===== src/rtl/ureg_pkg.sv =====
// Shared definitions for the user-register bus arbiter: state encoding,
// default bus widths and the fixed requester slot assignments.
package ureg_pkg;

  typedef enum logic [2:0] {
    ST_IDLE = 3'd0,
    ST_ADDR = 3'd1,
    ST_WR   = 3'd2,
    ST_RDW  = 3'd3,
    ST_RDC  = 3'd4,
    ST_DONE = 3'd5
  } ureg_state_e;

  localparam int UREG_AW = 8;
  localparam int UREG_DW = 16;

  localparam int UREG_REQ_UART = 0;
  localparam int UREG_REQ_I2C  = 1;

endpackage


===== src/rtl/rr_pick.sv =====
// Combinational round-robin picker: the first valid requester found searching
// upward from last+1 (modulo NREQ) wins; any is set when at least one is valid.
module rr_pick #(
  parameter int NREQ = 2
) (
  input  logic [NREQ-1:0]         valid,
  input  logic [$clog2(NREQ)-1:0] last,
  output logic [$clog2(NREQ)-1:0] pick,
  output logic                    any
);

  localparam int IW = $clog2(NREQ);

  // cand[n] is the requester examined at search distance n+1 from last
  logic [IW-1:0] cand [NREQ];

  genvar gi;
  generate
    for (gi = 0; gi < NREQ; gi++) begin : g_cand
      assign cand[gi] = IW'((int'(last) + gi + 1) % NREQ);
    end
  endgenerate

  // Walk from the farthest candidate to the nearest so the nearest valid one wins.
  always_comb begin
    pick = last;
    any  = 1'b0;
    for (int off = NREQ - 1; off >= 0; off--) begin
      if (valid[cand[off]]) begin
        pick = cand[off];
        any  = 1'b1;
      end
    end
  end

endmodule


===== src/rtl/ureg_arbiter.sv =====
// Round-robin arbiter and single-transaction sequencer for the user-register
// bus; generates the one-cycle ureg_write / ureg_rack strobes and req_ack.
module ureg_arbiter
  import ureg_pkg::*;
#(
  parameter int NREQ    = 2,
  parameter int AW      = UREG_AW,
  parameter int DW      = UREG_DW,
  parameter int RD_WAIT = 2
) (
  input  logic                    clk,
  input  logic                    reset_n,
  input  logic [NREQ-1:0]         req_valid,
  input  logic [NREQ-1:0]         req_write,
  input  logic [NREQ*AW-1:0]      req_addr,
  input  logic [NREQ*DW-1:0]      req_wdata,
  output logic [NREQ-1:0]         req_ack,
  output logic [DW-1:0]           rsp_rdata,
  output logic [AW-1:0]           ureg_addr,
  output logic [DW-1:0]           ureg_datain,
  output logic                    ureg_write,
  output logic                    ureg_rack,
  input  logic [DW-1:0]           ureg_dataout,
  output logic                    busy,
  output logic [$clog2(NREQ)-1:0] grant_id
);

  localparam int IW = $clog2(NREQ);
  // RDW is entered already holding its first cycle, so the counter loads RD_WAIT-1
  localparam logic [3:0] RD_LOAD = (RD_WAIT > 0) ? 4'(RD_WAIT - 1) : 4'd0;

  ureg_state_e   state_q, state_d;
  logic [IW-1:0] grant_q, grant_d;
  logic          write_q, write_d;
  logic [AW-1:0] addr_q, addr_d;
  logic [DW-1:0] wdata_q, wdata_d;
  logic [DW-1:0] rdata_q, rdata_d;
  logic [3:0]    wait_q, wait_d;

  logic [IW-1:0] pick;
  logic          any_valid;

  rr_pick #(
    .NREQ (NREQ)
  ) u_rr_pick (
    .valid (req_valid),
    .last  (grant_q),
    .pick  (pick),
    .any   (any_valid)
  );

  always_comb begin
    state_d = state_q;
    grant_d = grant_q;
    write_d = write_q;
    addr_d  = addr_q;
    wdata_d = wdata_q;
    rdata_d = rdata_q;
    wait_d  = wait_q;
    case (state_q)
      ST_IDLE: begin
        if (any_valid) begin
          grant_d = pick;
          write_d = req_write[pick];
          addr_d  = req_addr[int'(pick)*AW +: AW];
          wdata_d = req_wdata[int'(pick)*DW +: DW];
          state_d = ST_ADDR;
        end
      end
      ST_ADDR: begin
        if (write_q) begin
          state_d = ST_WR;
        end else if (RD_WAIT == 0) begin
          state_d = ST_RDC;
        end else begin
          wait_d  = RD_LOAD;
          state_d = ST_RDW;
        end
      end
      ST_WR: state_d = ST_DONE;
      ST_RDW: begin
        if (wait_q == 4'd0) begin
          state_d = ST_RDC;
        end else begin
          wait_d = wait_q - 4'd1;
        end
      end
      ST_RDC: begin
        rdata_d = ureg_dataout;
        state_d = ST_DONE;
      end
      ST_DONE: state_d = ST_IDLE;
      default: state_d = ST_IDLE;
    endcase
  end

  always_ff @(posedge clk or negedge reset_n) begin
    if (!reset_n) begin
      state_q <= ST_IDLE;
      grant_q <= IW'(NREQ - 1);
      write_q <= 1'b0;
      addr_q  <= '0;
      wdata_q <= '0;
      rdata_q <= '0;
      wait_q  <= 4'd0;
    end else begin
      state_q <= state_d;
      grant_q <= grant_d;
      write_q <= write_d;
      addr_q  <= addr_d;
      wdata_q <= wdata_d;
      rdata_q <= rdata_d;
      wait_q  <= wait_d;
    end
  end

  // Strobes decode straight from state, so an async reset kills them at once.
  always_comb begin
    req_ack = '0;
    if (state_q == ST_DONE) begin
      req_ack[grant_q] = 1'b1;
    end
  end

  assign ureg_write  = (state_q == ST_WR);
  assign ureg_rack   = (state_q == ST_RDC);
  assign busy        = (state_q != ST_IDLE);
  assign ureg_addr   = addr_q;
  assign ureg_datain = wdata_q;
  assign rsp_rdata   = rdata_q;
  assign grant_id    = grant_q;

endmodule


===== config.mk =====
export PLATFORM = sky130hd
export DESIGN_NAME = ureg_arbiter
export DESIGN_NICKNAME = d
export VERILOG_FILES = /design/src/rtl/ureg_pkg.sv /design/src/rtl/rr_pick.sv /design/src/rtl/ureg_arbiter.sv
export SDC_FILE = /design/constraint.sdc
export NUM_CORES = 1
export LEC_CHECK = 0
export ABC_CLOCK_PERIOD_IN_PS = 2200
export CAP_MARGIN = 20
export CORE_MARGIN = 5
export CORE_UTILIZATION = 41
export DETAILED_ROUTE_END_ITERATION = 10
export PLACE_DENSITY = 0.82
export SLEW_MARGIN = 40
export SYNTH_ARGS = -nofsm -noshare
export SYNTH_HDL_FRONTEND = slang
export SYNTH_SLANG_ARGS = --single-unit

===== constraint.sdc =====
create_clock -name clk -period 2.2 [get_ports clk]
set_input_delay 0.33 -clock clk [delete_from_list [all_inputs] [get_ports clk]]
set_output_delay 0.33 -clock clk [all_outputs]
set_load 0.01 [all_outputs]

==> metrics.cfg, run 1 <==
[worst_setup_path]
crit_required_ns=1.87
cp.arrival_ns=1.78
rr_worst_depth=3
crit_path_top_delay_cell=clkdlybuf4s50_1
timing.critical_path.buf_inv=3
cp-end-kind=output pin
critical_path_class=flop to output pin
r2r_start=grant_id
r2r_end=ureg_datain[9]
rrSetupSlack_ns=0.45
cp_max_fo=12
cp-start-kind=flop
crit_family=buffers and inverters
path_cells=nor3_4 -> buf_6 -> inv_1 -> clkdlybuf4s50_1
cpPeakStageDelay_ns=0.50

[global_routing]
grt_overflow=0
grt_pass1_vias=2349
antenna_found_initial=0
grt_pass1_wl_mm=11.7
grt_max_degree=28
grtUsageTotal_pct=19.6

[sta]
whs_ns=0.511
clock_skew_ns=0.00616
finalSetupTns_ns=0
max_slew_margin_pct=52.1
rsz0062_at_grt=false
hold_viol_final=0
max_freq_mhz=473
tightest_slew_ns=0.718
setup_violations=0
finalCritPeriodShare_pct=96.1
finalWorstSetupSlack_ns=0.0853
final.min_clock_period_ns=2.11
slew_viol_final=0

[logic_synthesis]
syn_inst=232
yosysMostFrequentCell=dfrtp_1
synth_top_area_cell=dfrtp_1
yosys_warnings=0
async_flop_share_pct=100
synth.net_count=304
synth.cell_area_um2=2460
synth.distinct_cells=40
yosysTopAreaCellShare_pct=48.9
synth_seq_cells=49
synth.avg_cell_area_um2=10.6
yosysSeqAreaShare_pct=49.9
synth_edf_count=0
synth_area_leaders=dfrtp_1, a31oi_1, a21oi_1
synth_commonest_cells=dfrtp_1, a21oi_1, nand3_1, o21ai_0, a31oi_1
synthFlopType=dfrtp_1

[clock_network]
root_buffer=clkbuf_8
clkTransAtPathRegs_ns=0.09
cts_buffers=5
cts.sinks=49
clk_latency_ns=0.30
clockBufferDepth=2
cts_htree_levels=2
cts_tree=done

[final_layout]
nNetsFinal=417
n_antenna_cell=0
instances_no_fill=421
multi_input_area_um2=1060
area_delta_synth_final_pct=54.3
post_route_cells_drive_above_1_share_pct=14.5
final-seq-area_um2=1230
fillers=492

[detailed_routing]
vias=2267
dr_wl_met2_mm=3.89
drtIter0Drc=120
via_per_inst=5.38
post-route-drc-count=0
drtAntennaViolNets=0
drt-met1-wl_mm=2.76
dr.pass1.iters=4
wl_mm=7.29
top_layer=met4
routedWlPerCell_um=17.3
dr_wl_met3_um=464

[run]
drv_cap=0

[floorplan]
coreArea_um2=5890
start_util_pct=41.8
die_w_um=87.4
rows=28
pin_count=116
die_y_um=87.4
dieArea_um2=7640

[place]
dp_slack_ns=0.235
numPortBuffers=115
gp_congestion=0.760
dp_hpwl_mm=5.42
dpl.cell_count=410

[power]
p_int_mw=3.34
powerDensity_nw_per_um2=1360
leakage_nw=1.52
p_switching_mw=1.83
pwr-share-comb_pct=52.6
switching_share_pct=35.4
ir_drop_mv=0.573
clockPowerShare_pct=14.6
power_frac_seq_pct=32.8

[hold_path]
holdCritStartpoint=rsp_rdata[6]
min_path_cells=1
hold_path_class=flop to flop
holdPathEnd=rsp_rdata[6]

[outcome]
outcome=finished clean

==> sequential cells by signal, summed over array words and instances, names as in the netlist <==
signal and count:
state_q 3, ureg_datain 16, write_q 1, rsp_rdata 16
ureg_addr 8, wait_q 4, grant_id 1
==> placed cells by master (no fill, tap or decap), types with 3 or more instances in the layout <==
cell type / Yosys / layout
a21oi_1: 29 / 29
a31oi_1: 25 / 25
buf_4: 1 / 12
clkbuf_8: 0 / 5
clkdlybuf4s50_1: 0 / 114
dfrtp_1: 48 / 45
dfrtp_2: 0 / 3
inv_1: 4 / 4
mux2_2: 8 / 8
mux2_4: 8 / 8
nand2b_1: 4 / 4
nand3_1: 26 / 26
o21ai_0: 26 / 26
==> power by group through the flow <==
stage	combinational [mW]	sequential, mW	clock (mW)
after global routing	2.96	1.75	0.808
after floorplan	1.34	1.81	0
after detailed placement	2.68	1.71	0
final	2.72	1.70	0.752
after CTS	2.70	1.71	0.770
after global placement	2.61	1.69	0
==> how the worst max path moves through the flow <==
stage / start / end / slack (ns) / cells past startpoint
after CTS: state_q[1] / busy / 0.003 / 4
after floorplan: wait_q[0] / state_q[0] / 0.64 / 5
after detailed placement: req_valid[0] / ureg_datain[9] / 0.24 / 4
final: state_q[2] / busy / 0.09 / 4
after global routing: state_q[2] / busy / 0.008 / 4
after global placement: req_valid[1] / ureg_datain[15] / 0.20 / 4
==> kinds of logic after synthesis <==
group / count (synthesis) / synth area share [%]
adder cells (fa/ha/maj): 2 / 1.02
XOR/XNOR: 1 / 0.356
multiplexers: 18 / 9.37
AO/OA/AOI/OAI: 85 / 19.4
flip-flops: 49 / 49.9
buffers and inverters: 27 / 6.92
AND/OR/NAND/NOR: 50 / 13.0
==> layer usage <==
layer / track usage [%] / vias up
met5: 0 / -
met4: 7.81 / 0
met3: 3.69 / 14
met2: 33.1 / 86
met1: 24.5 / 1095
li1: - / 1072
==> metrics by stage <==
stage | utilization, % | total power [mW] | area, um2
floorplan | - | 3.15 | 2460
CTS | 64.1 | 5.17 | 3770
finish | 64.4 | 5.17 | 3790
global route | 64.4 | 5.52 | 3790
global placement | 61.6 | 4.30 | 3620
detailed placement | 61.6 | 4.39 | 3630
==> final cells by class <==
class | count | area share [%]
Sequential cell | 49 | 32.5
Tap cell | 75 | 2.47
Multi-Input combinational cell | 156 | 28.0
Clock inverter | 3 | 1.72
Inverter | 4 | 0.396
Timing Repair Buffer | 129 | 33.2
Clock buffer | 5 | 1.81
==> what timing repair did <==
item                                    4_1_cts  5_1_grt
hold buffers                                  1        0
endpoints found under the setup margin        1        1
hold endpoints to repair                     19        0
pin swaps                                     0        1
resized for setup                             2        2
buffers inserted                              0        2
No activity file was read; power rests on OpenSTA's default activity.
==> run 2: changes to the inputs <==
--- a/config.mk
+++ b/config.mk
@@ -7,11 +7,15 @@
 export LEC_CHECK = 0
 export ABC_CLOCK_PERIOD_IN_PS = 2200
 export CAP_MARGIN = 20
+export CELL_PAD_IN_SITES_DETAIL_PLACEMENT = 1
+export CELL_PAD_IN_SITES_GLOBAL_PLACEMENT = 2
 export CORE_MARGIN = 5
-export CORE_UTILIZATION = 41
+export CORE_UTILIZATION = 23
 export DETAILED_ROUTE_END_ITERATION = 10
-export PLACE_DENSITY = 0.82
+export PLACE_DENSITY = 0.81
+export SKIP_CTS_REPAIR_TIMING = 1
 export SLEW_MARGIN = 40
 export SYNTH_ARGS = -nofsm -noshare
 export SYNTH_HDL_FRONTEND = slang
+export SYNTH_HIERARCHICAL = 1
 export SYNTH_SLANG_ARGS = --single-unit
==> run 2 against run 1 <==
Compared with the run above:
- the flow now finishes with violations (negative hold slack)
- wire length fell by 10%
- global-route usage fell by 8.2 points
- critical path depth fell by 1
- worst hold slack got worse by 0.53 ns
- register-to-register slack improved by 0.14 ns
- synthesized cell count fell by 17%
- clock skew rose by 0.0010 ns
- cell count rose by 5.2%
- synthesized area fell by 9.0%
- largest cell class unchanged
- largest power group unchanged
==> metrics.cfg, run 2 <==
[outcome]
outcome=complete, but fails checks  ; was finished clean
violations=negative hold slack

[logic_synthesis]
synth_compound_area_share_pct=7.39  ; was 19.4%
synth_top_family_by_area=multiplexers  ; was compound AO/OA/AOI/OAI gates
synthFlopType=dfrtp_1  ; unchanged
synth_xor_area_share_pct=0.392  ; was 0.356%
synth_area_leaders=dfrtp_1, mux2i_1, mux2_2  ; was dfrtp_1, a31oi_1, a21oi_1
synth.net_count=263  ; was 304
synthAdderAreaFrac_pct=0.560  ; was 1.02%
synth_commonest_cells=dfrtp_1, nor2_1, mux2i_1  ; was dfrtp_1, a21oi_1, nand3_1, o21ai_0, a31oi_1
yosysMostFrequentCell=dfrtp_1  ; unchanged
yosys_warnings=6  ; was 0
yosysSeqAreaShare_pct=54.9  ; was 49.9%
async_flop_share_pct=100  ; unchanged
synth_seq_cells=49  ; unchanged
synth_edf_count=0  ; unchanged
synth.cell_area_um2=2240  ; was 2460 um2
synth_simple_gate_area_share_pct=10.5  ; was 13.0%
yosysTopAreaCellShare_pct=53.7  ; was 48.9%
syn_inst=192  ; was 232
synth.distinct_cells=29  ; was 40
muxShareOfSynthArea_pct=22.0  ; was 9.37%
synth.avg_cell_area_um2=11.6  ; was 10.6 um2
synth_top_area_cell=dfrtp_1  ; unchanged

[sta]
finalCritPeriodShare_pct=93.5  ; was 96.1%
slew_viol_final=0  ; unchanged
final.min_clock_period_ns=2.06  ; was 2.11 ns
max_freq_mhz=486  ; was 473 MHz
max_slew_margin_pct=59.6  ; was 52.1%
finalSetupTns_ns=0  ; unchanged
clock_skew_ns=0.00717  ; was 0.00616 ns
whs_ns=-0.0197  ; was 0.511 ns
tightest_slew_ns=0.604  ; was 0.718 ns
rsz0062_at_grt=false  ; unchanged
hold_viol_final=17  ; was 0
setup_violations=0  ; unchanged

[global_routing]
grt_pass1_vias=2098  ; was 2,349
grt_overflow=0  ; unchanged
antenna_found_initial=0  ; unchanged
grt_pass1_wl_mm=10.6  ; was 11.7 mm
grt_max_degree=27  ; was 28
grtUsageTotal_pct=11.4  ; was 19.6%

[power]
clockPowerShare_pct=11.6  ; was 14.6%
p_int_mw=3.02  ; was 3.34 mW
pwr-share-comb_pct=52.9  ; was 52.6%
powerDensity_nw_per_um2=1280  ; was 1360 nW/um2
power_frac_seq_pct=35.5  ; was 32.8%
leakage_nw=1.51  ; was 1.52 nW
ir_drop_mv=0.487  ; was 0.573 mV
switching_share_pct=35.6  ; was 35.4%
p_switching_mw=1.67  ; was 1.83 mW

[final_layout]
final_core_util_pct=38.1  ; was 64.4%
instances_no_fill=443  ; was 421
n_antenna_cell=0  ; unchanged
post_route_cells_drive_above_1_share_pct=13.9  ; was 14.5%
layout_commonest_cell=clkdlybuf4s50_1  ; unchanged
nNetsFinal=380  ; was 417
area_delta_synth_final_pct=64.3  ; was 54.3%
final_cell_mix=clkdlybuf4s50_1, dfrtp_1, nor2_1  ; was clkdlybuf4s50_1, dfrtp_1, a21oi_1

[clock_network]
clockBufferDepth=2  ; unchanged
cts.sinks=49  ; unchanged
root_buffer=clkbuf_8  ; unchanged
cts_buffers=5  ; unchanged
clk_latency_ns=0.30  ; about the same
clkTransAtPathRegs_ns=0.10  ; was 0.09 ns
cts_tree=done  ; unchanged
cts_htree_levels=2  ; unchanged

[worst_setup_path]
endpoint=req_ack[0]  ; was busy
startpoint=state_q[2]  ; unchanged
cp.arrival_ns=1.73  ; was 1.78 ns
r2r_start=grant_id  ; unchanged
critical_path_class=flop to output pin  ; unchanged
r2r_end=write_q  ; was ureg_datain[9]
rr_worst_depth=4  ; was 3
cp-end-kind=output pin  ; unchanged
cp_max_fo=8  ; was 12
rrSetupSlack_ns=0.59  ; was 0.45 ns
cp-start-kind=flop  ; unchanged
crit_required_ns=1.87  ; about the same

[floorplan]
rows=36  ; was 28
die_w_um=109  ; was 87.4 um
pin_count=116  ; unchanged
dieArea_um2=11800  ; was 7640 um2
start_util_pct=23.2  ; was 41.8%
die_y_um=109  ; was 87.4 um
coreArea_um2=9640  ; was 5890 um2

[place]
dpl.cell_count=435  ; was 410
gp_congestion=0.708  ; was 0.760
dp_hpwl_mm=5.06  ; was 5.42 mm
numPortBuffers=115  ; unchanged

[detailed_routing]
vias=1855  ; was 2,267
drtIter0Drc=27  ; was 120
drtAntennaViolNets=0  ; unchanged
wl_mm=6.53  ; was 7.29 mm
dr.pass1.iters=4  ; unchanged
post-route-drc-count=0  ; unchanged
via_per_inst=4.19  ; was 5.38
routedWlPerCell_um=14.7  ; was 17.3 um

[run]
drv_cap=0  ; unchanged

[hold_path]
hold_path_class=input port to asynchronous set/reset pin  ; was flop to flop

-- run 2: layer usage --
metal  up-vias  part of all wire [%]  global-route usage, %
li1        889                     -                      -
met5         -                     0                      0
met2        60                    53                   20.0
met4         0                 0.046                   2.98
met3         2                   8.6                   4.18
met1       904                    38                   13.0
-- run 2: area by class of cell --
type / instances / area, um2
clock inverters: 3 / 21.3
flip-flops and latches: 49 / 1230
inverters: 5 / 18.8
fillers: 1102 / 5970
multi-input cells: 126 / 932
repair buffers: 122 / 1240
well taps: 133 / 166
clock buffers: 5 / 68.8
-- run 2: kinds of logic (layout without fill, tap and decap cells) --
family,after synthesis,count (layout)
multiplexers,47,47
flip-flops,49,49
AO/OA/AOI/OAI,30,30
XOR/XNOR,1,1
buffers and inverters,17,135
AND/OR/NAND/NOR,47,47
adder cells (fa/ha/maj),1,1
-- run 2: how the worst min path moves through the flow --
stage             from  cells after the start            to  slack, ns
3_3_place_gp   reset_n                      1  rsp_rdata[0]       0.31
2_1_floorplan  reset_n                      0  rsp_rdata[0]       0.03
5_1_grt        reset_n                      1  rsp_rdata[7]    -0.0001
3_5_place_dp   reset_n                      1  rsp_rdata[7]       0.32
6_report       reset_n                      1  rsp_rdata[7]      -0.02
4_1_cts        reset_n                      1  rsp_rdata[0]      -0.02
-- run 2: per-stage QoR --
stage          power [mW]  area (um2)  worst slack, ns
3_3_place_gp         4.13        3580            0.312
4_1_cts              4.80        3670          0.00953
2_1_floorplan        2.89        2240            0.573
6_report             4.69        3670            0.143
5_1_grt              5.06        3670           0.0290
3_5_place_dp         4.22        3580            0.279
-- run 2: power groups by stage --
stage,Clock (mW),Sequential [mW],Combinational [mW]
after detailed placement,0,1.69,2.53
after CTS,0.579,1.67,2.55
after global placement,0,1.66,2.47
after floorplan,0,1.79,1.10
after global routing,0.611,1.74,2.71
final,0.543,1.66,2.48
-- run 2: critical path: stages (launching register included) --
cell and delay, ns:
dfrtp_2 0.45, inv_1 0.12, nor4_1 0.26, clkdlybuf4s50_1 0.60
==> run 3: changes to the inputs <==
--- a/config.mk
+++ b/config.mk
@@ -19,3 +19,4 @@
 export SYNTH_HDL_FRONTEND = slang
 export SYNTH_HIERARCHICAL = 1
 export SYNTH_SLANG_ARGS = --single-unit
+export TNS_END_PERCENT = 5
==> results of run 3 <==
Same layout as run 2: the final DEF is identical, and so are final timing and power.
